`src/rtl/mfp_adc_max10_seq_if.sv`:
```
// Bundle of CPU register port and Avalon-ST command/response streams for the MAX10 ADC sequencer.
// The slave view belongs to the sequencer; the master view belongs to whoever drives it.
interface mfp_adc_max10_seq_if #(
    parameter int ADDR_WIDTH = 4
);
    logic [ADDR_WIDTH-1:0] read_addr;
    logic [31:0]           read_data;
    logic [ADDR_WIDTH-1:0] write_addr;
    logic [31:0]           write_data;
    logic                  write_enable;

    logic                  ADC_C_Valid;
    logic [4:0]            ADC_C_Channel;
    logic                  ADC_C_SOP;
    logic                  ADC_C_EOP;
    logic                  ADC_C_Ready;

    logic                  ADC_R_Valid;
    logic [4:0]            ADC_R_Channel;
    logic [11:0]           ADC_R_Data;
    logic                  ADC_R_SOP;
    logic                  ADC_R_EOP;

    logic                  ADC_Trigger;
    logic                  ADC_Interrupt;

    modport slave (
        input  read_addr, write_addr, write_data, write_enable,
        input  ADC_C_Ready,
        input  ADC_R_Valid, ADC_R_Channel, ADC_R_Data, ADC_R_SOP, ADC_R_EOP,
        input  ADC_Trigger,
        output read_data,
        output ADC_C_Valid, ADC_C_Channel, ADC_C_SOP, ADC_C_EOP,
        output ADC_Interrupt
    );

    modport master (
        output read_addr, write_addr, write_data, write_enable,
        output ADC_C_Ready,
        output ADC_R_Valid, ADC_R_Channel, ADC_R_Data, ADC_R_SOP, ADC_R_EOP,
        output ADC_Trigger,
        input  read_data,
        input  ADC_C_Valid, ADC_C_Channel, ADC_C_SOP, ADC_C_EOP,
        input  ADC_Interrupt
    );
endinterface

```
`src/rtl/mfp_adc_max10_seq.sv`:
```
// MAX10 ADC register file and sequencer: issues Avalon-ST channel commands over a
// snapshotted cell mask and captures response samples with new-data/overrun flags.
module mfp_adc_max10_seq #(
    parameter int                    CH_COUNT   = 7,
    parameter int                    DATA_WIDTH = 12,
    parameter int                    ADDR_WIDTH = 4,
    parameter logic [5*CH_COUNT-1:0] CH_MAP     = {5'd17, 5'd6, 5'd5, 5'd4, 5'd3, 5'd2, 5'd1}
) (
    input  logic                CLK,
    input  logic                RESETn,
    mfp_adc_max10_seq_if.slave  bus
);
    localparam logic [4:0] NONE = 5'd31;

    typedef enum logic {S_IDLE, S_ISSUE} state_t;

    state_t                r_state, w_state_next;
    logic                  r_en, r_sc, r_te, r_ie, r_if, r_cont;
    logic                  r_trig_q;
    logic [CH_COUNT-1:0]   r_mask, r_smask, w_smask_next;
    logic [CH_COUNT-1:0]   r_new, r_ovr;
    logic [DATA_WIDTH-1:0] r_data [CH_COUNT];
    logic [4:0]            r_cell, w_cell_next;
    logic                  r_c_valid, w_c_valid_next;
    logic [4:0]            r_c_channel, w_c_channel_next;
    logic                  r_c_sop, w_c_sop_next;
    logic                  r_c_eop, w_c_eop_next;
    logic                  w_sc_clr;

    // Lowest set bit of m at index >= lo, or NONE.
    function automatic logic [4:0] first_from(input logic [CH_COUNT-1:0] m, input logic [4:0] lo);
        logic [4:0] idx;
        idx = NONE;
        for (int k = CH_COUNT - 1; k >= 0; k--) begin
            if (m[k] && (5'(k) >= lo)) idx = 5'(k);
        end
        return idx;
    endfunction

    function automatic logic [4:0] map_of(input logic [4:0] c);
        logic [4:0] ch;
        ch = 5'd0;
        for (int k = 0; k < CH_COUNT; k++) begin
            if (c == 5'(k)) ch = CH_MAP[5*k +: 5];
        end
        return ch;
    endfunction

    wire [31:0]           w_raddr    = 32'(bus.read_addr);
    wire [31:0]           w_waddr    = 32'(bus.write_addr);
    wire [31:0]           w_wdata    = bus.write_data;
    wire                  w_wr_adcs  = bus.write_enable && (w_waddr == 32'd0);
    wire                  w_wr_mask  = bus.write_enable && (w_waddr == 32'd1);
    wire                  w_wr_new   = bus.write_enable && (w_waddr == 32'd2);
    wire                  w_wr_ovr   = bus.write_enable && (w_waddr == 32'd3);
    wire [31:0]           w_r_ext    = {20'd0, bus.ADC_R_Data};
    wire [DATA_WIDTH-1:0] w_sample   = w_r_ext[DATA_WIDTH-1:0];
    wire                  w_busy     = (r_state == S_ISSUE);
    wire                  w_trig_rise = bus.ADC_Trigger & ~r_trig_q;
    wire                  w_mask_any = |r_mask;
    wire                  w_start    = r_en && w_mask_any && (r_sc || (r_te && w_trig_rise));
    wire                  w_accept   = r_c_valid && bus.ADC_C_Ready;
    wire [4:0]            w_first    = first_from(r_mask, 5'd0);
    wire                  w_first_last = (first_from(r_mask, w_first + 5'd1) == NONE);
    wire [4:0]            w_next     = first_from(r_smask, r_cell + 5'd1);
    wire                  w_next_last  = (first_from(r_smask, w_next + 5'd1) == NONE);
    wire                  w_if_set   = bus.ADC_R_Valid && bus.ADC_R_EOP && r_ie;
    wire                  w_unused_ok = &{1'b0, bus.ADC_R_SOP, w_r_ext, w_wdata};

    logic [CH_COUNT-1:0] w_hit;
    for (genvar gi = 0; gi < CH_COUNT; gi++) begin : g_hit
        assign w_hit[gi] = bus.ADC_R_Valid && (bus.ADC_R_Channel == CH_MAP[5*gi +: 5]);
    end

    always_ff @(posedge CLK or negedge RESETn) begin
        if (!RESETn) begin
            r_state     <= S_IDLE;
            r_smask     <= '0;
            r_cell      <= 5'd0;
            r_c_valid   <= 1'b0;
            r_c_channel <= 5'd0;
            r_c_sop     <= 1'b0;
            r_c_eop     <= 1'b0;
        end else begin
            r_state     <= w_state_next;
            r_smask     <= w_smask_next;
            r_cell      <= w_cell_next;
            r_c_valid   <= w_c_valid_next;
            r_c_channel <= w_c_channel_next;
            r_c_sop     <= w_c_sop_next;
            r_c_eop     <= w_c_eop_next;
        end
    end

    always_comb begin
        w_state_next     = r_state;
        w_smask_next     = r_smask;
        w_cell_next      = r_cell;
        w_c_valid_next   = r_c_valid;
        w_c_channel_next = r_c_channel;
        w_c_sop_next     = r_c_sop;
        w_c_eop_next     = r_c_eop;
        w_sc_clr         = 1'b0;
        case (r_state)
            S_IDLE: begin
                if (w_start) begin
                    w_state_next     = S_ISSUE;
                    w_smask_next     = r_mask;
                    w_cell_next      = w_first;
                    w_c_valid_next   = 1'b1;
                    w_c_channel_next = map_of(w_first);
                    w_c_sop_next     = 1'b1;
                    w_c_eop_next     = w_first_last;
                    w_sc_clr         = 1'b1;
                end
            end
            S_ISSUE: begin
                if (w_accept) begin
                    if (r_c_eop) begin
                        // Continuous mode restarts without a bubble from the live mask.
                        if (r_cont && r_en && w_mask_any) begin
                            w_smask_next     = r_mask;
                            w_cell_next      = w_first;
                            w_c_channel_next = map_of(w_first);
                            w_c_sop_next     = 1'b1;
                            w_c_eop_next     = w_first_last;
                        end else begin
                            w_state_next   = S_IDLE;
                            w_c_valid_next = 1'b0;
                            w_c_sop_next   = 1'b0;
                            w_c_eop_next   = 1'b0;
                        end
                    end else begin
                        w_cell_next      = w_next;
                        w_c_channel_next = map_of(w_next);
                        w_c_sop_next     = 1'b0;
                        w_c_eop_next     = w_next_last;
                    end
                end
            end
            default: w_state_next = S_IDLE;
        endcase
    end

    // Hardware sets of W1C flags take priority over a same-cycle CPU clear.
    always_ff @(posedge CLK or negedge RESETn) begin
        if (!RESETn) begin
            r_en     <= 1'b0;
            r_sc     <= 1'b0;
            r_te     <= 1'b0;
            r_ie     <= 1'b0;
            r_if     <= 1'b0;
            r_cont   <= 1'b0;
            r_trig_q <= 1'b0;
            r_mask   <= '0;
            r_new    <= '0;
            r_ovr    <= '0;
            for (int k = 0; k < CH_COUNT; k++) r_data[k] <= '0;
        end else begin
            r_trig_q <= bus.ADC_Trigger;
            if (w_wr_adcs) begin
                r_en   <= w_wdata[0];
                r_sc   <= w_wdata[1];
                r_te   <= w_wdata[2];
                r_ie   <= w_wdata[3];
                r_cont <= w_wdata[5];
            end else if (w_sc_clr) begin
                r_sc <= 1'b0;
            end
            r_if <= w_if_set | (r_if & ~(w_wr_adcs & w_wdata[4]));
            if (w_wr_mask) r_mask <= w_wdata[CH_COUNT-1:0];
            r_new <= w_hit | (r_new & ~(w_wr_new ? w_wdata[CH_COUNT-1:0] : '0));
            r_ovr <= (w_hit & r_new) | (r_ovr & ~(w_wr_ovr ? w_wdata[CH_COUNT-1:0] : '0));
            for (int k = 0; k < CH_COUNT; k++) begin
                if (w_hit[k]) r_data[k] <= w_sample;
            end
        end
    end

    always_comb begin
        bus.read_data = '0;
        if (w_raddr == 32'd0)
            bus.read_data[6:0] = {w_busy, r_cont, r_if, r_ie, r_te, r_sc, r_en};
        else if (w_raddr == 32'd1)
            bus.read_data[CH_COUNT-1:0] = r_mask;
        else if (w_raddr == 32'd2)
            bus.read_data[CH_COUNT-1:0] = r_new;
        else if (w_raddr == 32'd3)
            bus.read_data[CH_COUNT-1:0] = r_ovr;
        for (int k = 0; k < CH_COUNT; k++) begin
            if (w_raddr == 32'(4 + k)) bus.read_data[DATA_WIDTH-1:0] = r_data[k];
        end
    end

    assign bus.ADC_C_Valid   = r_c_valid;
    assign bus.ADC_C_Channel = r_c_channel;
    assign bus.ADC_C_SOP     = r_c_sop;
    assign bus.ADC_C_EOP     = r_c_eop;
    assign bus.ADC_Interrupt = r_if;
endmodule

```
`src/flat_wrapper.sv`:
```
// flat-port wrapper written by rule: the top's interface ports become plain ports
module mfp_adc_max10_seq_flat 
#(
    parameter int                    CH_COUNT   = 7,
    parameter int                    DATA_WIDTH = 12,
    parameter int                    ADDR_WIDTH = 4,
    parameter logic [5*CH_COUNT-1:0] CH_MAP     = {5'd17, 5'd6, 5'd5, 5'd4, 5'd3, 5'd2, 5'd1}
)
  (CLK, RESETn, bus_read_addr, bus_write_addr, bus_write_data, bus_write_enable, bus_ADC_C_Ready, bus_ADC_R_Valid, bus_ADC_R_Channel, bus_ADC_R_Data, bus_ADC_R_SOP, bus_ADC_R_EOP, bus_ADC_Trigger, bus_read_data, bus_ADC_C_Valid, bus_ADC_C_Channel, bus_ADC_C_SOP, bus_ADC_C_EOP, bus_ADC_Interrupt);
  mfp_adc_max10_seq_if #(.ADDR_WIDTH(ADDR_WIDTH)) bus_i ();
  input  logic CLK;
  input  logic RESETn;
  input wire logic [$bits(bus_i.read_addr)-1:0] bus_read_addr;
  input wire logic [$bits(bus_i.write_addr)-1:0] bus_write_addr;
  input wire logic [$bits(bus_i.write_data)-1:0] bus_write_data;
  input wire logic [$bits(bus_i.write_enable)-1:0] bus_write_enable;
  input wire logic [$bits(bus_i.ADC_C_Ready)-1:0] bus_ADC_C_Ready;
  input wire logic [$bits(bus_i.ADC_R_Valid)-1:0] bus_ADC_R_Valid;
  input wire logic [$bits(bus_i.ADC_R_Channel)-1:0] bus_ADC_R_Channel;
  input wire logic [$bits(bus_i.ADC_R_Data)-1:0] bus_ADC_R_Data;
  input wire logic [$bits(bus_i.ADC_R_SOP)-1:0] bus_ADC_R_SOP;
  input wire logic [$bits(bus_i.ADC_R_EOP)-1:0] bus_ADC_R_EOP;
  input wire logic [$bits(bus_i.ADC_Trigger)-1:0] bus_ADC_Trigger;
  output wire logic [$bits(bus_i.read_data)-1:0] bus_read_data;
  output wire logic [$bits(bus_i.ADC_C_Valid)-1:0] bus_ADC_C_Valid;
  output wire logic [$bits(bus_i.ADC_C_Channel)-1:0] bus_ADC_C_Channel;
  output wire logic [$bits(bus_i.ADC_C_SOP)-1:0] bus_ADC_C_SOP;
  output wire logic [$bits(bus_i.ADC_C_EOP)-1:0] bus_ADC_C_EOP;
  output wire logic [$bits(bus_i.ADC_Interrupt)-1:0] bus_ADC_Interrupt;
  assign bus_i.read_addr = bus_read_addr;
  assign bus_i.write_addr = bus_write_addr;
  assign bus_i.write_data = bus_write_data;
  assign bus_i.write_enable = bus_write_enable;
  assign bus_i.ADC_C_Ready = bus_ADC_C_Ready;
  assign bus_i.ADC_R_Valid = bus_ADC_R_Valid;
  assign bus_i.ADC_R_Channel = bus_ADC_R_Channel;
  assign bus_i.ADC_R_Data = bus_ADC_R_Data;
  assign bus_i.ADC_R_SOP = bus_ADC_R_SOP;
  assign bus_i.ADC_R_EOP = bus_ADC_R_EOP;
  assign bus_i.ADC_Trigger = bus_ADC_Trigger;
  assign bus_read_data = bus_i.read_data;
  assign bus_ADC_C_Valid = bus_i.ADC_C_Valid;
  assign bus_ADC_C_Channel = bus_i.ADC_C_Channel;
  assign bus_ADC_C_SOP = bus_i.ADC_C_SOP;
  assign bus_ADC_C_EOP = bus_i.ADC_C_EOP;
  assign bus_ADC_Interrupt = bus_i.ADC_Interrupt;
  mfp_adc_max10_seq #(.CH_COUNT(CH_COUNT), .DATA_WIDTH(DATA_WIDTH), .ADDR_WIDTH(ADDR_WIDTH), .CH_MAP(CH_MAP)) u_core (.CLK(CLK), .RESETn(RESETn), .bus(bus_i));
endmodule
```
`config.mk`:
```
export PLATFORM = sky130hd
export DESIGN_NAME = mfp_adc_max10_seq_flat
export DESIGN_NICKNAME = d
export VERILOG_FILES = /design/src/rtl/mfp_adc_max10_seq_if.sv /design/src/rtl/mfp_adc_max10_seq.sv /design/src/flat_wrapper.sv
export SDC_FILE = /design/constraint.sdc
export NUM_CORES = 1
export LEC_CHECK = 0
export CORE_MARGIN = 2
export CORE_UTILIZATION = 35
export CTS_CLUSTER_SIZE = 40
export DETAILED_ROUTE_END_ITERATION = 10
export DONT_BUFFER_PORTS = 1
export SLEW_MARGIN = 15
export SYNTH_ARGS = -nofsm -noshare
export SYNTH_HDL_FRONTEND = slang
export SYNTH_SLANG_ARGS = --single-unit
```
`constraint.sdc`:
```
create_clock -name CLK -period 8.84 [get_ports CLK]
set_clock_uncertainty 0.2 [all_clocks]
set_input_delay 1.768 -clock CLK [delete_from_list [all_inputs] [get_ports CLK]]
set_output_delay 1.768 -clock CLK [all_outputs]
set_load 0.03 [all_outputs]
```
# [Word level (Yosys, flattened, before mapping)]
# Index checks and enable logic that the tools add are counted.
[totals] mem_bits_ro=0 wordCells=244 output_inout_bits=41 memories=0 latchBits=0 mem_bits_rw=0 reg_bits=133 in_bits=65
[classes] multipliers=0 reduce_logical=51 bitwise_logic=14 n_eq_ne=40 order_cmp=21 shifts=0 div=0 n_mux=91 addsub=3
[op_table] op="$mux 5" count=38
[op_table] op="$mux 12" count=7
[op_table] op="$mux 7" count=10
[op_table] op="$logic_not 32->1" count=2
[op_table] op="$eq 5x3->1 const B" count=9
[op_table] op="$ge 3x5->1 const A" count=9
[op_table] op="$logic_and 1x1->1" count=40
[op_table] op="$eq 5x2->1 const B" count=6
[op_table] op="$ge 1x5->1 const A" count=6
[op_table] op="$ge 2x5->1 const A" count=6
[op_table] op="$and 7x7->7" count=3
[op_table] op="$pmux 5 s2" count=2
[op_table] op="$mux 1" count=19
[op_table] op="$mux 3" count=6
[op_table] op="$eq 4x2->1 const B" count=4
[op_table] op="$eq 4x3->1 const B" count=4
[op_table] op="$add 5x1->5 const B" count=3
[op_table] op="$eq 5x1->1 const B" count=3
[op_table] op="$eq 5x5->1 const B" count=3
[op_table] op="$not 7->7" count=2
[op_table] op="$or 7x7->7" count=2
[op_table] op="$pmux 7 s2" count=1
[op_table] op="$eq 4x4->1 const B" count=3
[op_table] op="$logic_not 5->1" count=2
[op_table] op="15 further kinds" count=30

# [Depth between registers and ports, before layout]
[logic_depth] word_depth=24 depth_mapped=15

# [Worst setup path after synthesis]
# Ideal clock, no wire load.
[synth_timing] path_type="in2out" startpoint="input bus_read_addr[1]" endpoint="output bus_read_data[0]" arrival_time_ps=3485 cell_stages=5 t_required_ps=6872 path_slack_ps=3387 path_cell_list="buf_2 > clkbuf_1 > nor3_1 > a211oi_1 > a21oi_1"
[synth_via] elab_chain_len=12 elab_cells_between_ends=22
[synth_rtl] item="start, declared" line_no="flat_wrapper.sv:13" rtl="input wire logic [$bits(bus_i.read_addr)-1:0] bus_read_addr;"
[synth_rtl] item="$eq 4x2->1" line_no="mfp_adc_max10_seq.sv:188" rtl="else if (w_raddr == 32'd3)"
[synth_rtl] item="$mux 7" line_no="mfp_adc_max10_seq.sv:188"
[synth_rtl] item="$mux 7" line_no="mfp_adc_max10_seq.sv:186" rtl="else if (w_raddr == 32'd2)"
[synth_rtl] item="$mux 7" line_no="mfp_adc_max10_seq.sv:184" rtl="else if (w_raddr == 32'd1)"
[synth_rtl] item="$mux 7" line_no="mfp_adc_max10_seq.sv:182" rtl="if (w_raddr == 32'd0)"
[synth_rtl] item="$mux 12 (6 in a row)" line_no="mfp_adc_max10_seq.sv:191" rtl="if (w_raddr == 32'(4 + k)) bus.read_data[DATA_WIDTH-1:0] = r_data[k];"
[synth_rtl] item="$mux 12 (*)" line_no="mfp_adc_max10_seq.sv:191"
[synth_rtl] item="end, declared" line_no="flat_wrapper.sv:24" rtl="output wire logic [$bits(bus_i.read_data)-1:0] bus_read_data;"
# Every way passes the cells marked *; elsewhere a longest branch is shown, timed or not.

# [Worst setup path after layout]
[layout_timing] startpoint="input bus_read_addr[2]" endpoint="output bus_read_data[4]"
# The elaborated chain is that of the path after synthesis.

==> reports/metrics.cfg <==
[outcome]
status=completed

[yosys]
syn_area_per_cell_sq_um=10.7
yosys.area.top_type=dfrtp_1
async_flop_share=1.00
yosysUniqueCellTypes=72
netlist.area_leader.share=0.466
ys_ff_latch=131
yosys_warnings=0
ys.flop_type=dfrtp_1
synth_area_sq_mm=0.00704
synthCells=656
synth_area_leaders=dfrtp_1 (47%), mux2_2 (17%), nand2_1 (3.6%), mux2i_1 (3.0%), ha_1 (2.5%)
synth_edf_count=0
ys_seq_area_frac=0.466

[die]
initial_core_util=0.359
num_rows=51
die_area_sq_mm=0.0213
core_area_sq_mm=0.0196
fp.dieH_microns=146
io_pins=106
fp.dieW_microns=146

[setup_path]
critPathSlowestCell=nor2b_1
end_kind=output port
path_max_fanout=14
worst-setup-path-type=in2out
crit_path_cell_trace=nor2b_1 > nand2_1 > a21oi_1 > a211oi_1 > a21oi_1
crit_arrival_ns=3.94
crit_path_max_incr_delay_ns=0.71
cp-start-kind=input port
r2r_slack_ns=5.11
reg2reg_depth=14
crit_start=bus_read_addr[2]
reg2reg_from=u_core.r_cell[0]$_DFFE_PN0P_
crit_top_cell=a21oi_1
reg2reg_to=u_core.bus.ADC_C_EOP$_DFFE_PN0P_
required_ns=6.87

[worst_hold_path]
hold_path_class=reg2reg
worstHoldPathCells=2
hold_start=u_core.r_ovr[5]$_DFF_PN0_
worstHoldEndpoint=u_core.r_ovr[5]$_DFF_PN0_

[clocking]
ctsResizeCount=0
cts_buffers=17
cts_tree=yes
clkSinkCount=131
clockRootBuffer=clkbuf_16
htreeDepth=4
clock_latency_ns=0.43
cts_buffer_depth=2
cts.clk_slew.worst_paths_ns=0.06
holdBufCountCts=0
post_cts_buffers=0

[grt]
grt_max_degree=132
antenna_found_initial=0
grt_usage=0.162
globalRouteOverflowTotal=0
first_global_vias=5020
grt_first_pass_wirelength_mm=27.3

[detailed_routing]
wire_per_inst_microns=18.3
post-route-drc-count=0
vias_per_cell=5.38
drtAntennaViolNets=0
drt_iter0_drc=308
routed_wl_mm=17.0
drtPass1Iterations=7
vias=5004

[placement]
gp_congestion=0.820
hpwlAfterDp_mm=11.8
postPlaceCellArea_sq_mm=0.00720
io_buffers=0

[timing]
worstMarginPinSlew_ns=1.07
timing.final.hold_violations=0
fin_setup_tns_ns=0
fmax_ghz=0.169
finalSetupViolations=0
fin_crit_sh=0.669
maxSlewViolCount=0
rsz0062_at_grt=no
layout_min_cycle_time_ns=5.91
maxSlewHeadroom=0.287

[flow_run]
maxCapViolations=0

[pwr]
p_leak_nw=3.51
power.density_mw_per_mm2=221
ir_drop_v=0.000154

[cells_and_area]
antennaDiodeCount=0
fin_util=0.397
fill_cells=1903
multiInputGateArea_sq_mm=0.00347
finish.net_count=732
area_growth_pct=10.5
design_area_sq_mm=0.00777
final_layout_size_suffix_gt1_frac=0.230
seq_area_sq_mm=0.00328

## flip-flops by register name, indices dropped and copies added, names as in the netlist
signal and flops:
u_core.bus.ADC_Interrupt 1, u_core.bus.ADC_C_Valid 1, u_core.r_data 84, u_core.r_en 1
u_core.r_ie 1, u_core.r_ovr 7, u_core.r_trig_q 1, u_core.r_state 1
u_core.r_cell 4, u_core.r_smask 7, u_core.bus.ADC_C_SOP 1, u_core.r_cont 1
u_core.r_mask 7, u_core.bus.ADC_C_Channel 4, u_core.bus.ADC_C_EOP 1, u_core.r_te 1
u_core.r_new 7, u_core.r_sc 1
## worst max path at each step
stage | endpoint | depth (start not counted)
detailed placement | bus_read_data[4] | 5
floorplan | bus_read_data[0] | 5
global placement | bus_read_data[2] | 5
global route | bus_read_data[1] | 5
finish | bus_read_data[4] | 5
CTS | bus_read_data[4] | 5
## metal layers
metal | vias up | wire (microns) | global-route usage
li1 | 2323 | - | -
met1 | 2504 | 7480 | 0.207
met2 | 157 | 8360 | 0.265
met3 | 20 | 901 | 0.0442
met4 | 0 | 274 | 0.0588
met5 | - | 0 | 0
## stage by stage
| stage | setup slack [ns] | cells | hold WS (ns) | total power [mW] |
|---|---|---|---|---|
| global route | 2.75 | 930 | 0.306 | 1.80 |
| finish | 2.93 | 930 | 0.284 | 1.72 |
| floorplan | 3.39 | 676 | 0.247 | 0.993 |
| CTS | 2.94 | 930 | 0.285 | 1.73 |
| global placement | 2.93 | 899 | 0.259 | 1.03 |
| detailed placement | 2.94 | 899 | 0.272 | 1.05 |
## cells in the final DEF (no fill, tap or decap), types with 4 or more instances in the layout
cell type	instances
conb_1	21
buf_4	4
ha_1	14
nand3_1	8
nand2b_1	7
mux2_2	104
a21oi_1	31
mux2i_1	21
inv_1	22
o21ai_0	24
a211oi_1	9
nor2_1	39
nor3_1	9
dfrtp_1	131
clkbuf_16	17
o31ai_1	4
nor2b_1	11
a21o_1	4
a22o_1	6
o22ai_1	15
nand2_1	67
o21ai_1	6
mux2_1	4
a22oi_1	5
## logic make-up after synthesis
logic type | share of synthesized area
AO/OA/AOI/OAI | 0.132
XOR/XNOR | 0.00498
adder cells (fa/ha/maj) | 0.0249
buffers and inverters | 0.0524
flip-flops | 0.466
multiplexers | 0.206
other | 0.000533
AND/OR/NAND/NOR | 0.114
## cell type report
| class | instances | area share |
|---|---|---|
| clock buffers | 21 | 0.0605 |
| multi-input cells | 474 | 0.446 |
| flip-flops and latches | 131 | 0.422 |
| well taps | 265 | 0.0427 |
| repair buffers | 4 | 0.00386 |
| clock inverters | 10 | 0.0127 |
| inverters | 25 | 0.0121 |
## synthesized netlist by cell type, drive strengths merged (3+ instances only)
| master | n |
|---|---|
| a22o | 6 |
| ha | 14 |
| dfrtp | 131 |
| nor2b | 11 |
| nand2b | 7 |
| inv | 24 |
| mux2 | 108 |
| o22ai | 15 |
| buf | 32 |
| or2 | 3 |
| a22oi | 5 |
| nand3b | 3 |
| a21oi | 31 |
| nor3 | 11 |
| nand2 | 68 |
| clkbuf | 14 |
| a21boi | 4 |
| nand3 | 8 |
| and3 | 3 |
| a31oi | 4 |
| a21o | 4 |
| mux2i | 21 |
| o21ai | 31 |
| nor4 | 3 |
| o31ai | 5 |
| nor2 | 39 |
| a211oi | 9 |
## worst max-delay path, delay by kind of cell
family           cells  cell delay (ns)
AND/OR/NAND/NOR      2             1.22
AO/OA/AOI/OAI        3             0.95
## report_power, final
part / switching, mW / internal [mW] / total [mW] / leakage (nW)
clock network: 0.272 / 0.409 / 0.681 / 0.276
registers: 0.0754 / 0.702 / 0.777 / 1.67
logic: 0.132 / 0.130 / 0.261 / 1.56
total: 0.479 / 1.24 / 1.72 / 3.51
(Power assumes the default switching activity.)
